==> src/rtl/mem_port_arbiter_if.sv <==
`default_nettype none
// ============================================================================
// mem_port_arbiter_if : fetch/data requester and memory-side bus signals
// Rev 1.0
// ============================================================================
interface mem_port_arbiter_if #(
  parameter int AWIDTH = 32,
  parameter int DWIDTH = 32
);
  logic              if_req_i;
  logic [AWIDTH-1:0] if_addr_i;
  logic              if_gnt_o;
  logic              if_rvalid_o;
  logic [DWIDTH-1:0] if_rdata_o;

  logic              dm_req_i;
  logic              dm_we_i;
  logic [AWIDTH-1:0] dm_addr_i;
  logic [DWIDTH-1:0] dm_wdata_i;
  logic [2:0]        dm_funct3_i;
  logic              dm_gnt_o;
  logic              dm_rvalid_o;
  logic [DWIDTH-1:0] dm_rdata_o;

  logic [AWIDTH-1:0] mem_addr_o;
  logic [DWIDTH-1:0] mem_data_o;
  logic              mem_read_en_o;
  logic              mem_write_en_o;
  logic [2:0]        mem_funct3_o;
  logic [DWIDTH-1:0] mem_data_i;

  // Arbiter side
  modport slave (
    input  if_req_i, if_addr_i,
    input  dm_req_i, dm_we_i, dm_addr_i, dm_wdata_i, dm_funct3_i,
    input  mem_data_i,
    output if_gnt_o, if_rvalid_o, if_rdata_o,
    output dm_gnt_o, dm_rvalid_o, dm_rdata_o,
    output mem_addr_o, mem_data_o, mem_read_en_o, mem_write_en_o, mem_funct3_o
  );

  // Requester / memory environment side
  modport master (
    output if_req_i, if_addr_i,
    output dm_req_i, dm_we_i, dm_addr_i, dm_wdata_i, dm_funct3_i,
    output mem_data_i,
    input  if_gnt_o, if_rvalid_o, if_rdata_o,
    input  dm_gnt_o, dm_rvalid_o, dm_rdata_o,
    input  mem_addr_o, mem_data_o, mem_read_en_o, mem_write_en_o, mem_funct3_o
  );
endinterface
`default_nettype wire

==> src/rtl/mem_port_arbiter.sv <==
`default_nettype none
// ============================================================================
// mem_port_arbiter : shares one memory port between fetch and data, data first
// Rev 1.0
// ============================================================================
module mem_port_arbiter #(
  parameter int AWIDTH       = 32,
  parameter int DWIDTH       = 32,
  parameter int STARVE_LIMIT = 4
) (
  input  logic                    clk,
  input  logic                    rst_n,
  mem_port_arbiter_if.slave       bus
);
  localparam int             CW      = $clog2(STARVE_LIMIT + 1);
  localparam logic [CW-1:0]  C_LIMIT = CW'(STARVE_LIMIT);
  localparam logic [2:0]     C_F3_LW = 3'b010;

  logic [CW-1:0]     r_starve_cnt;
  logic              r_if_rvalid;
  logic              r_dm_rvalid;
  logic [DWIDTH-1:0] r_if_rdata;
  logic [DWIDTH-1:0] r_dm_rdata;

  logic              w_starve;
  logic              w_if_gnt;
  logic              w_dm_gnt;
  logic [AWIDTH-1:0] w_mem_addr;
  logic [DWIDTH-1:0] w_mem_data;
  logic [2:0]        w_mem_f3;
  logic              w_rd_en;
  logic              w_wr_en;

  // Grants are gated by rst_n so nothing reaches memory while reset is held.
  always_comb begin
    w_starve   = (r_starve_cnt == C_LIMIT);
    w_if_gnt   = rst_n & bus.if_req_i & (w_starve | ~bus.dm_req_i);
    w_dm_gnt   = rst_n & bus.dm_req_i & ~w_if_gnt;
    w_mem_addr = '0;
    w_mem_data = '0;
    w_mem_f3   = 3'b000;
    w_rd_en    = 1'b0;
    w_wr_en    = 1'b0;
    if (w_if_gnt) begin
      w_mem_addr = bus.if_addr_i;
      w_mem_f3   = C_F3_LW;
      w_rd_en    = 1'b1;
    end else if (w_dm_gnt) begin
      w_mem_addr = bus.dm_addr_i;
      w_mem_data = bus.dm_wdata_i;
      w_mem_f3   = bus.dm_funct3_i;
      w_rd_en    = ~bus.dm_we_i;
      w_wr_en    = bus.dm_we_i;
    end
  end

  assign bus.if_gnt_o       = w_if_gnt;
  assign bus.dm_gnt_o       = w_dm_gnt;
  assign bus.mem_addr_o     = w_mem_addr;
  assign bus.mem_data_o     = w_mem_data;
  assign bus.mem_funct3_o   = w_mem_f3;
  assign bus.mem_read_en_o  = w_rd_en;
  assign bus.mem_write_en_o = w_wr_en;
  assign bus.if_rvalid_o    = r_if_rvalid;
  assign bus.if_rdata_o     = r_if_rdata;
  assign bus.dm_rvalid_o    = r_dm_rvalid;
  assign bus.dm_rdata_o     = r_dm_rdata;

  always_ff @(posedge clk or negedge rst_n) begin
    if (!rst_n) begin
      r_if_rvalid  <= 1'b0;
      r_dm_rvalid  <= 1'b0;
      r_if_rdata   <= '0;
      r_dm_rdata   <= '0;
      r_starve_cnt <= '0;
    end else begin
      r_if_rvalid <= w_if_gnt;
      r_dm_rvalid <= w_dm_gnt;
      if (w_if_gnt) begin
        r_if_rdata <= bus.mem_data_i;
      end
      if (w_dm_gnt) begin
        r_dm_rdata <= bus.dm_we_i ? '0 : bus.mem_data_i;
      end
      // Counts DM wins that overtook a waiting fetch; any fetch grant or idle fetch clears it.
      if (w_if_gnt || !bus.if_req_i) begin
        r_starve_cnt <= '0;
      end else if (w_dm_gnt && !w_starve) begin
        r_starve_cnt <= r_starve_cnt + 1'b1;
      end
    end
  end
endmodule
`default_nettype wire

==> src/flat_wrapper.sv <==
// flat-port wrapper written by rule: the top's interface ports become plain ports
module mem_port_arbiter_flat 
#(
  parameter int AWIDTH       = 32,
  parameter int DWIDTH       = 32,
  parameter int STARVE_LIMIT = 4
)
  (clk, rst_n, bus_if_req_i, bus_if_addr_i, bus_dm_req_i, bus_dm_we_i, bus_dm_addr_i, bus_dm_wdata_i, bus_dm_funct3_i, bus_mem_data_i, bus_if_gnt_o, bus_if_rvalid_o, bus_if_rdata_o, bus_dm_gnt_o, bus_dm_rvalid_o, bus_dm_rdata_o, bus_mem_addr_o, bus_mem_data_o, bus_mem_read_en_o, bus_mem_write_en_o, bus_mem_funct3_o);
  mem_port_arbiter_if #(.AWIDTH(AWIDTH), .DWIDTH(DWIDTH)) bus_i ();
  input  logic clk;
  input  logic rst_n;
  input wire logic [$bits(bus_i.if_req_i)-1:0] bus_if_req_i;
  input wire logic [$bits(bus_i.if_addr_i)-1:0] bus_if_addr_i;
  input wire logic [$bits(bus_i.dm_req_i)-1:0] bus_dm_req_i;
  input wire logic [$bits(bus_i.dm_we_i)-1:0] bus_dm_we_i;
  input wire logic [$bits(bus_i.dm_addr_i)-1:0] bus_dm_addr_i;
  input wire logic [$bits(bus_i.dm_wdata_i)-1:0] bus_dm_wdata_i;
  input wire logic [$bits(bus_i.dm_funct3_i)-1:0] bus_dm_funct3_i;
  input wire logic [$bits(bus_i.mem_data_i)-1:0] bus_mem_data_i;
  output wire logic [$bits(bus_i.if_gnt_o)-1:0] bus_if_gnt_o;
  output wire logic [$bits(bus_i.if_rvalid_o)-1:0] bus_if_rvalid_o;
  output wire logic [$bits(bus_i.if_rdata_o)-1:0] bus_if_rdata_o;
  output wire logic [$bits(bus_i.dm_gnt_o)-1:0] bus_dm_gnt_o;
  output wire logic [$bits(bus_i.dm_rvalid_o)-1:0] bus_dm_rvalid_o;
  output wire logic [$bits(bus_i.dm_rdata_o)-1:0] bus_dm_rdata_o;
  output wire logic [$bits(bus_i.mem_addr_o)-1:0] bus_mem_addr_o;
  output wire logic [$bits(bus_i.mem_data_o)-1:0] bus_mem_data_o;
  output wire logic [$bits(bus_i.mem_read_en_o)-1:0] bus_mem_read_en_o;
  output wire logic [$bits(bus_i.mem_write_en_o)-1:0] bus_mem_write_en_o;
  output wire logic [$bits(bus_i.mem_funct3_o)-1:0] bus_mem_funct3_o;
  assign bus_i.if_req_i = bus_if_req_i;
  assign bus_i.if_addr_i = bus_if_addr_i;
  assign bus_i.dm_req_i = bus_dm_req_i;
  assign bus_i.dm_we_i = bus_dm_we_i;
  assign bus_i.dm_addr_i = bus_dm_addr_i;
  assign bus_i.dm_wdata_i = bus_dm_wdata_i;
  assign bus_i.dm_funct3_i = bus_dm_funct3_i;
  assign bus_i.mem_data_i = bus_mem_data_i;
  assign bus_if_gnt_o = bus_i.if_gnt_o;
  assign bus_if_rvalid_o = bus_i.if_rvalid_o;
  assign bus_if_rdata_o = bus_i.if_rdata_o;
  assign bus_dm_gnt_o = bus_i.dm_gnt_o;
  assign bus_dm_rvalid_o = bus_i.dm_rvalid_o;
  assign bus_dm_rdata_o = bus_i.dm_rdata_o;
  assign bus_mem_addr_o = bus_i.mem_addr_o;
  assign bus_mem_data_o = bus_i.mem_data_o;
  assign bus_mem_read_en_o = bus_i.mem_read_en_o;
  assign bus_mem_write_en_o = bus_i.mem_write_en_o;
  assign bus_mem_funct3_o = bus_i.mem_funct3_o;
  mem_port_arbiter #(.AWIDTH(AWIDTH), .DWIDTH(DWIDTH), .STARVE_LIMIT(STARVE_LIMIT)) u_core (.clk(clk), .rst_n(rst_n), .bus(bus_i));
endmodule
==> config.mk <==
export PLATFORM = sky130hd
export DESIGN_NAME = mem_port_arbiter_flat
export DESIGN_NICKNAME = d
export VERILOG_FILES = /design/src/rtl/mem_port_arbiter_if.sv /design/src/rtl/mem_port_arbiter.sv /design/src/flat_wrapper.sv
export SDC_FILE = /design/constraint.sdc
export NUM_CORES = 1
export LEC_CHECK = 0
export BUFFER_PORTS_ARGS = -buffer_cell sky130_fd_sc_hd__buf_2
export CAP_MARGIN = 40
export CORE_AREA = 2 2 107 109
export CTS_CLUSTER_DIAMETER = 100
export DETAILED_ROUTE_END_ITERATION = 10
export DIE_AREA = 0 0 109 111
export GPL_TIMING_DRIVEN = 0
export PLACE_DENSITY_LB_ADDON = 0.08
export SKIP_CTS_REPAIR_TIMING = 1
export SLEW_MARGIN = 25
export SYNTH_ARGS = -nofsm -noshare
export SYNTH_HDL_FRONTEND = slang
export SYNTH_SLANG_ARGS = --single-unit
==> constraint.sdc <==
create_clock -name clk -period 1.9 [get_ports clk]
set_clock_uncertainty 0.05 [all_clocks]
set_input_delay 0.095 -clock clk [delete_from_list [all_inputs] [get_ports clk]]
set_output_delay 0.095 -clock clk [all_outputs]
set_load 0.05 [all_outputs]
# ---- Word level (Yosys, flattened, before mapping)
# Cells that the tools add are included.
dict set report classes {
  bitwise 8
  n_eq_ne 1
  add_sub_neg 1
  reduce_logical 5
  n_mux 13
}
# operator n
set ops {}
lappend ops {{$mux 32} 5}
lappend ops {{$mux 3} 4}
lappend ops {{$and 1x1->1} 4}
lappend ops {{$mux 1} 4}
lappend ops {{$add 3x1->3 const B} 1}
lappend ops {{$eq 3x3->1 const B} 1}
lappend ops {{$not 1->1} 3}
lappend ops {{$logic_not 1->1} 2}
lappend ops {{$reduce_bool 2->1} 1}
lappend ops {{$logic_and 1x1->1} 1}
lappend ops {{$logic_or 1x1->1} 1}
lappend ops {{$or 1x1->1} 1}
dict set report totals {
  regBits 69
  elab_cells 33
  output_inout_bits 137
  in_bits 136
}

# ---- Depth between registers and ports, before layout
# Gate-level depths: netlist (run 1).
dict set report depth {
  word_depth 8
  mapped_depth 7
  ltp_nobuf 5
}

# ---- Worst setup path after synthesis (run 1)
# No wires, ideal clock.
dict set report synth_path {
  path_type {register -> output}
  startpoint {register u_core.r_starve_cnt[0]}
  endpoint {output bus_mem_addr_o[24]}
  setup_slack_ns -0.117
  path_buffers 2
  path_stages_with_launch 8
  arrival_time_ns 1.872
  t_required_ns 1.755
  path_cell_list {dfrtp_1 > inv_1 > ha_1 > a21boi_2 > nor2_2 > buf_4 > buf_2 > a22o_1}
}
dict set report synth_via {
  elab_chain_len 7
}
# item line_no
set synth_lines {}
lappend synth_lines {{from (decl)} mem_port_arbiter.sv:19} ;# logic [CW-1:0] r_starve_cnt;
lappend synth_lines {{from (signal assigned)} mem_port_arbiter.sv:89} ;# r_starve_cnt <= r_starve_cnt + 1'b1;
lappend synth_lines {{$eq 3x3->1 *} mem_port_arbiter.sv:36} ;# w_starve = (r_starve_cnt == C_LIMIT);
lappend synth_lines {{$or 1x1->1 *} mem_port_arbiter.sv:37} ;# w_if_gnt = rst_n & bus.if_req_i & (w_starve | ~bus.dm_req_i);
lappend synth_lines {{$and 1x1->1 *} mem_port_arbiter.sv:37}
lappend synth_lines {{named net bus_if_gnt_o} flat_wrapper.sv:20} ;# output wire logic [$bits(bus_i.if_gnt_o)-1:0] bus_if_gnt_o;
lappend synth_lines {{$not 1->1} mem_port_arbiter.sv:38} ;# w_dm_gnt = rst_n & bus.dm_req_i & ~w_if_gnt;
lappend synth_lines {{$and 1x1->1} mem_port_arbiter.sv:38}
lappend synth_lines {{$mux 32} mem_port_arbiter.sv:48} ;# end else if (w_dm_gnt) begin
lappend synth_lines {{$mux 32 *} mem_port_arbiter.sv:44} ;# if (w_if_gnt) begin
lappend synth_lines {{to (decl)} flat_wrapper.sv:26} ;# output wire logic [$bits(bus_i.mem_addr_o)-1:0] bus_mem_addr_o;
# Mark *: on every way through the listed nets, which the timed path passes. The rest lies on a longest branch.

# ---- Worst setup path after layout (run 1)
dict set report layout_path {
  startpoint {register u_core.r_starve_cnt[0]}
  endpoint {output bus_mem_addr_o[5]}
}
dict set report layout_via {
  elab_chain_len 7
}
# item line_no
set layout_lines {}
lappend layout_lines {{$eq 3x3->1 *} mem_port_arbiter.sv:36}
lappend layout_lines {{$or 1x1->1 *} mem_port_arbiter.sv:37}
lappend layout_lines {{$and 1x1->1 *} mem_port_arbiter.sv:37}
lappend layout_lines {{$not 1->1} mem_port_arbiter.sv:38}
lappend layout_lines {{$and 1x1->1} mem_port_arbiter.sv:38}
lappend layout_lines {{$mux 32} mem_port_arbiter.sv:48}
lappend layout_lines {{$mux 32 *} mem_port_arbiter.sv:44}
# Every way passes the cells marked *; elsewhere a longest branch is shown, timed or not.

==> run_results.csv, run 1 <==
group,metric,value,unit
run_status,status,"finished, violations left",
run_status,violations,"setup timing",
die,die_w,109,microns
setup_path,cp_cell_sequence,"inv_2 -> ha_4 -> a21boi_4 -> nor2_4 -> buf_8 -> buf_6 -> a22o_1 -> buf_6",
placed_design,dp_worst_setup_slack,-0.2983,ns
route,ant_nets,0,
setup_path,cp.depth,8,
final_layout,fin_area,0.006615,sq mm
final_layout,area_growth,93.38,%
timing,rsz0062_at_grt,"true",
global_routing,antenna_found_initial,0,
timing,drv_slew,0,
timing,fmax,488.9,MHz
clock_tree,root_buffer,"clkbuf_16",
clock_tree,numCtsBuffers,9,
synth,yosysSeqAreaShare,50.48,%
job,drv_cap,0,
setup_path,critPathKind,"register to output pin",
setup_path,cp-startpoint,"u_core.r_starve_cnt[0]",
setup_path,crit_required,1.75,ns
pwr,cellPowerDensity,883.8,mW/mm^2
setup_path,crit_arrival,1.90,ns
synth,yosysWarnings,0,
pwr,power_leakage,3.409,nW
global_routing,track_usage,18.70,%
global_routing,grt_max_degree,51,
min_path,holdCritPathClass,"input pin to register",
setup_path,cp_slowest_cell,"dfrtp_1",
synth,synth_seq_cells,69,
route,wire_per_inst,17.27,microns
setup_path,crit_end,"bus_mem_addr_o[5]",
die,start_util,30.88,%
synth,syn_nets,414,
clock_tree,cts_tree,"yes",
synth,syn_area,0.003421,sq mm
timing,worst_pin_slew,0.5216,ns
pwr,ir_worst_vdd,0.8573,mV
die,dieArea,0.01210,sq mm
clock_tree,cts_sinks,69,
setup_path,critPathCaptureType,"output pin",
final_layout,drive_above_1_share,66.29,%
global_routing,grt_pass1_vias,3180,
final_layout,diodes,0,
placed_design,gp_congestion,0.7845,
route,routed_via_density,4.634,
setup_path,cpLargestDelayFamily,"buffers and inverters",
setup_path,timing.rr.end,"u_core.bus.dm_rdata_o[22]",
clock_tree,path_clk_slew,0.06,ns
die,placementRows,39,
global_routing,grt_pass1_wl,17280,microns
route,totalWireLength,13170,microns
timing,layout_setup_ws,-0.1453,ns
setup_path,rrSetupSlack,0.11,ns
setup_path,critPathBufInv,4,
die,die-height,111,microns
setup_path,r2r_start,"u_core.r_starve_cnt[0]",
setup_path,r2r_cells,7,
synth,syn_avg_cell_area,12.39,sq um
clock_tree,clk_path_buf_depth,2,
synth,ys_types,23,
timing,finalSetupViolCount,60,
synth,synthCells,276,
die,ios,273,
setup_path,crit_top_cell,"buf_6",
timing,min_period,2.045,ns
setup_path,cp_max_fo,10,
clock_tree,clk_latency,0.33,ns
route,drt_iter0_drc,154,
global_routing,grt_overflow,0,
timing,slew_headroom,65.23,%
setup_path,setup.worst_path.start_class,"register",
timing,finalHoldViolCount,0,
route,route.detailed.drc,0,
route,vias,3536,
placed_design,placedInstanceArea,0.005012,sq mm
route,firstDrtPassIters,4,
die,core_area,0.01108,sq mm
final_layout,final_nets,753,
timing,post-route-period-util,107.6,%
clock_tree,htree_num_levels,3,
setup_path,critPathMaxStageDelay,0.37,ns
placed_design,dp_hpwl,9282,microns
placed_design,port-buffer-count,272,
[worst reg2reg max path, delay by kind of cell (launching register included)]
kind                       cells  cell delay [ns]
AOI/OAI and AO/OA              1             0.19
adders and majority gates      1             0.18
muxes                          1             0.34
buffers and inverters          4             0.55
DFF                            1             0.37
[where the power goes]
part	total (W)	switching, W	internal, W
logic	0.00225	0.00149	0.000768
clock network	0.00181	0.000624	0.00118
registers	0.00179	0.0000987	0.00169
[sequential cells by signal, indices dropped and copies added (netlist names)]
register,cells
u_core.r_starve_cnt,3
u_core.bus.if_rvalid_o,1
u_core.bus.if_rdata_o,32
u_core.bus.dm_rdata_o,32
u_core.bus.dm_rvalid_o,1
[cell usage in the layout (no fill, tap or decap), types with 3 or more instances in the layout]
cell and instances:
nor2b_1 32, dlygate4sd3_1 36, buf_2 204, a22o_4 7, clkbuf_16 10, buf_4 21, a22o_1 25, buf_6 52
dfrtp_1 69, clkbuf_1 3, buf_12 4, mux2_2 43, buf_8 22, and2_1 8, nand2_1 4, clkbuf_4 4
a21boi_0 3, mux2_1 21, and2_4 18, and2_2 9
[worst min path at each step]
stage                                   from                         to  slack (ns)  cells past startpoint
final                           bus_if_req_i     u_core.r_starve_cnt[2]        0.03                      2
after global routing            bus_if_req_i     u_core.r_starve_cnt[2]        0.02                      2
after CTS                              rst_n  u_core.bus.if_rdata_o[17]       -0.36                      1
after detailed placement               rst_n  u_core.bus.if_rdata_o[17]      -0.007                      1
after global placement    bus_mem_data_i[13]  u_core.bus.if_rdata_o[13]        0.29                      2
after floorplan                        rst_n   u_core.bus.dm_rdata_o[0]       -0.25                      0
[cell usage after synthesis]
cell type | number | area share [%]
a21boi_0 | 3 | 0.66
a21boi_2 | 1 | 0.33
a21o_1 | 1 | 0.22
a22o_1 | 32 | 8.2
a31o_2 | 1 | 0.26
a31oi_1 | 1 | 0.18
and2_1 | 35 | 6.4
buf_2 | 13 | 1.9
buf_4 | 2 | 0.44
buf_6 | 3 | 0.99
clkbuf_1 | 3 | 0.33
dfrtp_1 | 69 | 50
ha_1 | 2 | 0.73
inv_1 | 4 | 0.44
mux2_1 | 21 | 6.9
mux2_2 | 43 | 14
nand2_1 | 4 | 0.44
nand3_1 | 2 | 0.29
nand4b_1 | 1 | 0.26
nor2_2 | 1 | 0.18
nor2b_1 | 32 | 5.9
nor3b_1 | 1 | 0.22
o21ai_0 | 1 | 0.15
[through the flow]
| step | power, W | std cells | util [%] | hold slack (ns) | setup TNS [ns] |
|---|---|---|---|---|---|
| finish | 0.005846 | 763 | 59.72 | 0.02759 | -4.876 |
| global placement | 0.003764 | 691 | 44.98 | 0.2895 | -115.78 |
| detailed placement | 0.003793 | 692 | 45.25 | -0.006604 | -16.01 |
| floorplan | 0.003203 | 276 | - | -0.2506 | 0 |
| global route | 0.006076 | 763 | 59.72 | 0.02308 | -8.849 |
| CTS | 0.005635 | 708 | 48.19 | -0.3629 | -28.06 |
[layer usage]
| layer | track usage (%) | part of all wire, % | routed length [microns] |
|---|---|---|---|
| met1 | 22.42 | 38 | 4947 |
| met2 | 32.88 | 52 | 6902 |
| met3 | 4.997 | 7.6 | 1007 |
| met4 | 4.444 | 2.4 | 317 |
| met5 | 0 | 0 | 0 |
[cell families (layout without fill, tap and decap cells)]
| family | count (synthesis) | in the layout | share of synthesized area, % |
|---|---|---|---|
| buf+inv | 25 | 369 | 4.096 |
| compound gates | 40 | 40 | 9.985 |
| fa+ha+maj | 2 | 2 | 0.7314 |
| simple gates | 76 | 76 | 13.64 |
| mux | 64 | 64 | 21.07 |
| flops | 69 | 69 | 50.48 |
[area by class of cell]
type	instances	area, sq um
fillers	960	4462
repair buffers	328	2460
flip-flops and latches	69	1727
multi-input cells	182	1713
clock buffers	10	239.0
plain buffers	21	196.4
well taps	143	178.9
clock inverters	6	86.33
inverters	4	15.01
Note: power is estimated with default switching activity, not from simulation.
==> inputs of run 2 (changes only) <==
- BUFFER_PORTS_ARGS: -buffer_cell sky130_fd_sc_hd__buf_2 -> -buffer_cell sky130_fd_sc_hd__buf_4
- SKIP_LAST_GASP: not set -> 1
==> run 2 against run 1 <==
  * The flow still finishes with violations (setup timing)
  * First-iteration DRC count rose by 0.65%
  * Setup slack got worse by 0.024 ns
  * Critical path type unchanged
  * Highest routed layer unchanged
  * Clock-buffer cell count is 3 higher
  * Maximum frequency decreased by 1.2%
  * Via count increased by 0.62%
  * Total power rose by 1.8%
  * Register-to-register slack got worse by 0.07 ns
  * Global-route usage grew 1.2 points
  * Hold slack worse by 0.014 ns
  * Utilization rose by 7.7 points
==> run_results.csv, run 2 (same netlist as run 1, synthesis figures left out) <==
group,metric,value,unit
final_layout,mostFrequentLayoutCells,"219 x buf_4, 69 x dfrtp_1, 49 x buf_8",
clock_tree,htree_num_levels,3,
final_layout,area_growth,118.2,%
placed_design,gp_congestion,0.7181,
clock_tree,numCtsBuffers,9,
clock_tree,clk_path_buf_depth,2,
timing,finalSetupViolCount,71,
clock_tree,path_clk_slew,0.06,ns
final_layout,fin_area,0.007463,sq mm
route,totalWireLength,14130,microns
setup_path,cp_max_fo,10,
timing,rsz0062_at_grt,"true",
die,ios,273,
route,vias,3558,
timing,fmax,483.3,MHz
die,core_area,0.01108,sq mm
global_routing,grt_max_degree,51,
die,placementRows,39,
final_layout,diodes,0,
timing,worst_pin_slew,0.5005,ns
route,drt_iter0_drc,155,
setup_path,critPathCaptureType,"output pin",
final_layout,drive_above_1_share,68.93,%
route,ant_nets,0,
pwr,switching_share,37.13,%
min_path,holdCritPathClass,"input pin to register",
die,dieArea,0.01210,sq mm
final_layout,final_nets,769,
final_layout,mostFrequentLayoutCell,"buf_4",
pwr,cellPowerDensity,797.7,mW/mm^2
timing,slew_headroom,66.63,%
clock_tree,clk_latency,0.33,ns
timing,layout_setup_ws,-0.1692,ns
setup_path,setup.worst_path.start_class,"register",
run_status,violations,"setup timing",
die,start_util,30.88,%
route,routed_via_density,4.579,
timing,holdWs,0.01379,ns
die,die-height,111,microns
pwr,power_leakage,3.726,nW
job,drv_cap,0,
global_routing,grt_pass1_vias,3325,
timing,drv_slew,0,
global_routing,grt_pass1_wl,18260,microns
placed_design,placedInstanceArea,0.005690,sq mm
clock_tree,cts_tree,"yes",
pwr,internal_power,0.003743,W
setup_path,critPathKind,"register to output pin",
timing,post-route-period-util,108.9,%
route,firstDrtPassIters,6,
placed_design,dp_hpwl,9734,microns
placed_design,port-buffer-count,272,
final_layout,post-route-util,67.38,%
die,die_w,109,microns
global_routing,grt_overflow,0,
pwr,ir_worst_vdd,0.7178,mV
setup_path,crit_required,1.75,ns
pwr,p_seq_share,30.3,%
setup_path,crit_arrival,1.92,ns
timing,finalHoldViolCount,0,
pwr,clockPowerShare,26.8,%
final_layout,fillCellCount,854,
run_status,status,"finished, violations left",
clock_tree,cts_sinks,69,
global_routing,antenna_found_initial,0,
pwr,power.switching,0.002211,W
route,wire_per_inst,18.19,microns
pwr,combPwrFrac,43.0,%
timing,min_period,2.069,ns
global_routing,track_usage,19.86,%
clock_tree,root_buffer,"clkbuf_16",
route,route.detailed.drc,0,
## run 2: changes by cell type in the layout (fill, tap and decap cells not counted), sizes merged
cell / before / now
clkinvlp: 1 / 0
dlygate4sd3: 36 / 34
bufinv: 2 / 0
buf: 305 / 323
clkbuf: 18 / 21
clkinv: 3 / 1
## run 2: final timing paths
kind                                           start                   endpoint  slack [ns]  cells past startpoint
max                           u_core.r_starve_cnt[0]         bus_mem_addr_o[29]       -0.17                      8
min                                     bus_if_req_i     u_core.r_starve_cnt[1]        0.01                      2
max reg2reg                   u_core.r_starve_cnt[0]  u_core.bus.if_rdata_o[26]        0.04                      9
min reg2reg                u_core.bus.dm_rdata_o[26]  u_core.bus.dm_rdata_o[26]        0.44                      1
max in group asynchronous                      rst_n   u_core.bus.dm_rdata_o[2]        0.97                      6
min in group asynchronous                      rst_n  u_core.bus.if_rdata_o[17]        0.50                      6
## run 2: layer usage
metal	global-route usage [%]	vias up	part of all wire [%]
met2	36.07	147	54
met1	21.85	1707	35
met5	0	-	0
met4	6.752	0	2.0
li1	-	1678	-
met3	5.350	26	8.4
## run 2: critical path, stage by stage, from the launching register on
cell and delay (ns):
dfrtp_1 0.39, inv_2 0.07, ha_4 0.18, a21boi_4 0.18, nor2_4 0.07, buf_8 0.14
buf_12 0.14, a22o_4 0.26, buf_8 0.15
## run 2: power groups by stage
stage | registers, W | logic, W | clock network [W]
global route | 0.00183 | 0.00266 | 0.00169
floorplan | 0.00258 | 0.000622 | 0
CTS | 0.00180 | 0.00224 | 0.00164
global placement | 0.00181 | 0.00222 | 0
detailed placement | 0.00182 | 0.00224 | 0
finish | 0.00180 | 0.00256 | 0.00159
## run 2: metrics by stage
stage / TNS (ns) / total power [W] / setup WS [ns] / instances
2_1_floorplan: 0 / 0.003203 / 0.01512 / 276
3_3_place_gp: -31.61 / 0.004031 / -0.3967 / 691
3_5_place_dp: -12.59 / 0.004064 / -0.2515 / 692
4_1_cts: -24.30 / 0.005682 / -0.4972 / 706
5_1_grt: -11.55 / 0.006180 / -0.2550 / 777
6_report: -6.743 / 0.005953 / -0.1692 / 777
## run 2: area by class of cell
class                      instances  area (sq um)  share of cell area (%)
timing repair buffer             344          3283                   43.99
multi-input combinational        182          1750                   23.45
sequential                        69          1727                   23.14
clock buffer                      13         280.3                   3.755
buffer                            21         224.0                   3.001
tap                              143         178.9                   2.397
inverter                           4         15.01                  0.2012
clock inverter                     1         5.005                 0.06706
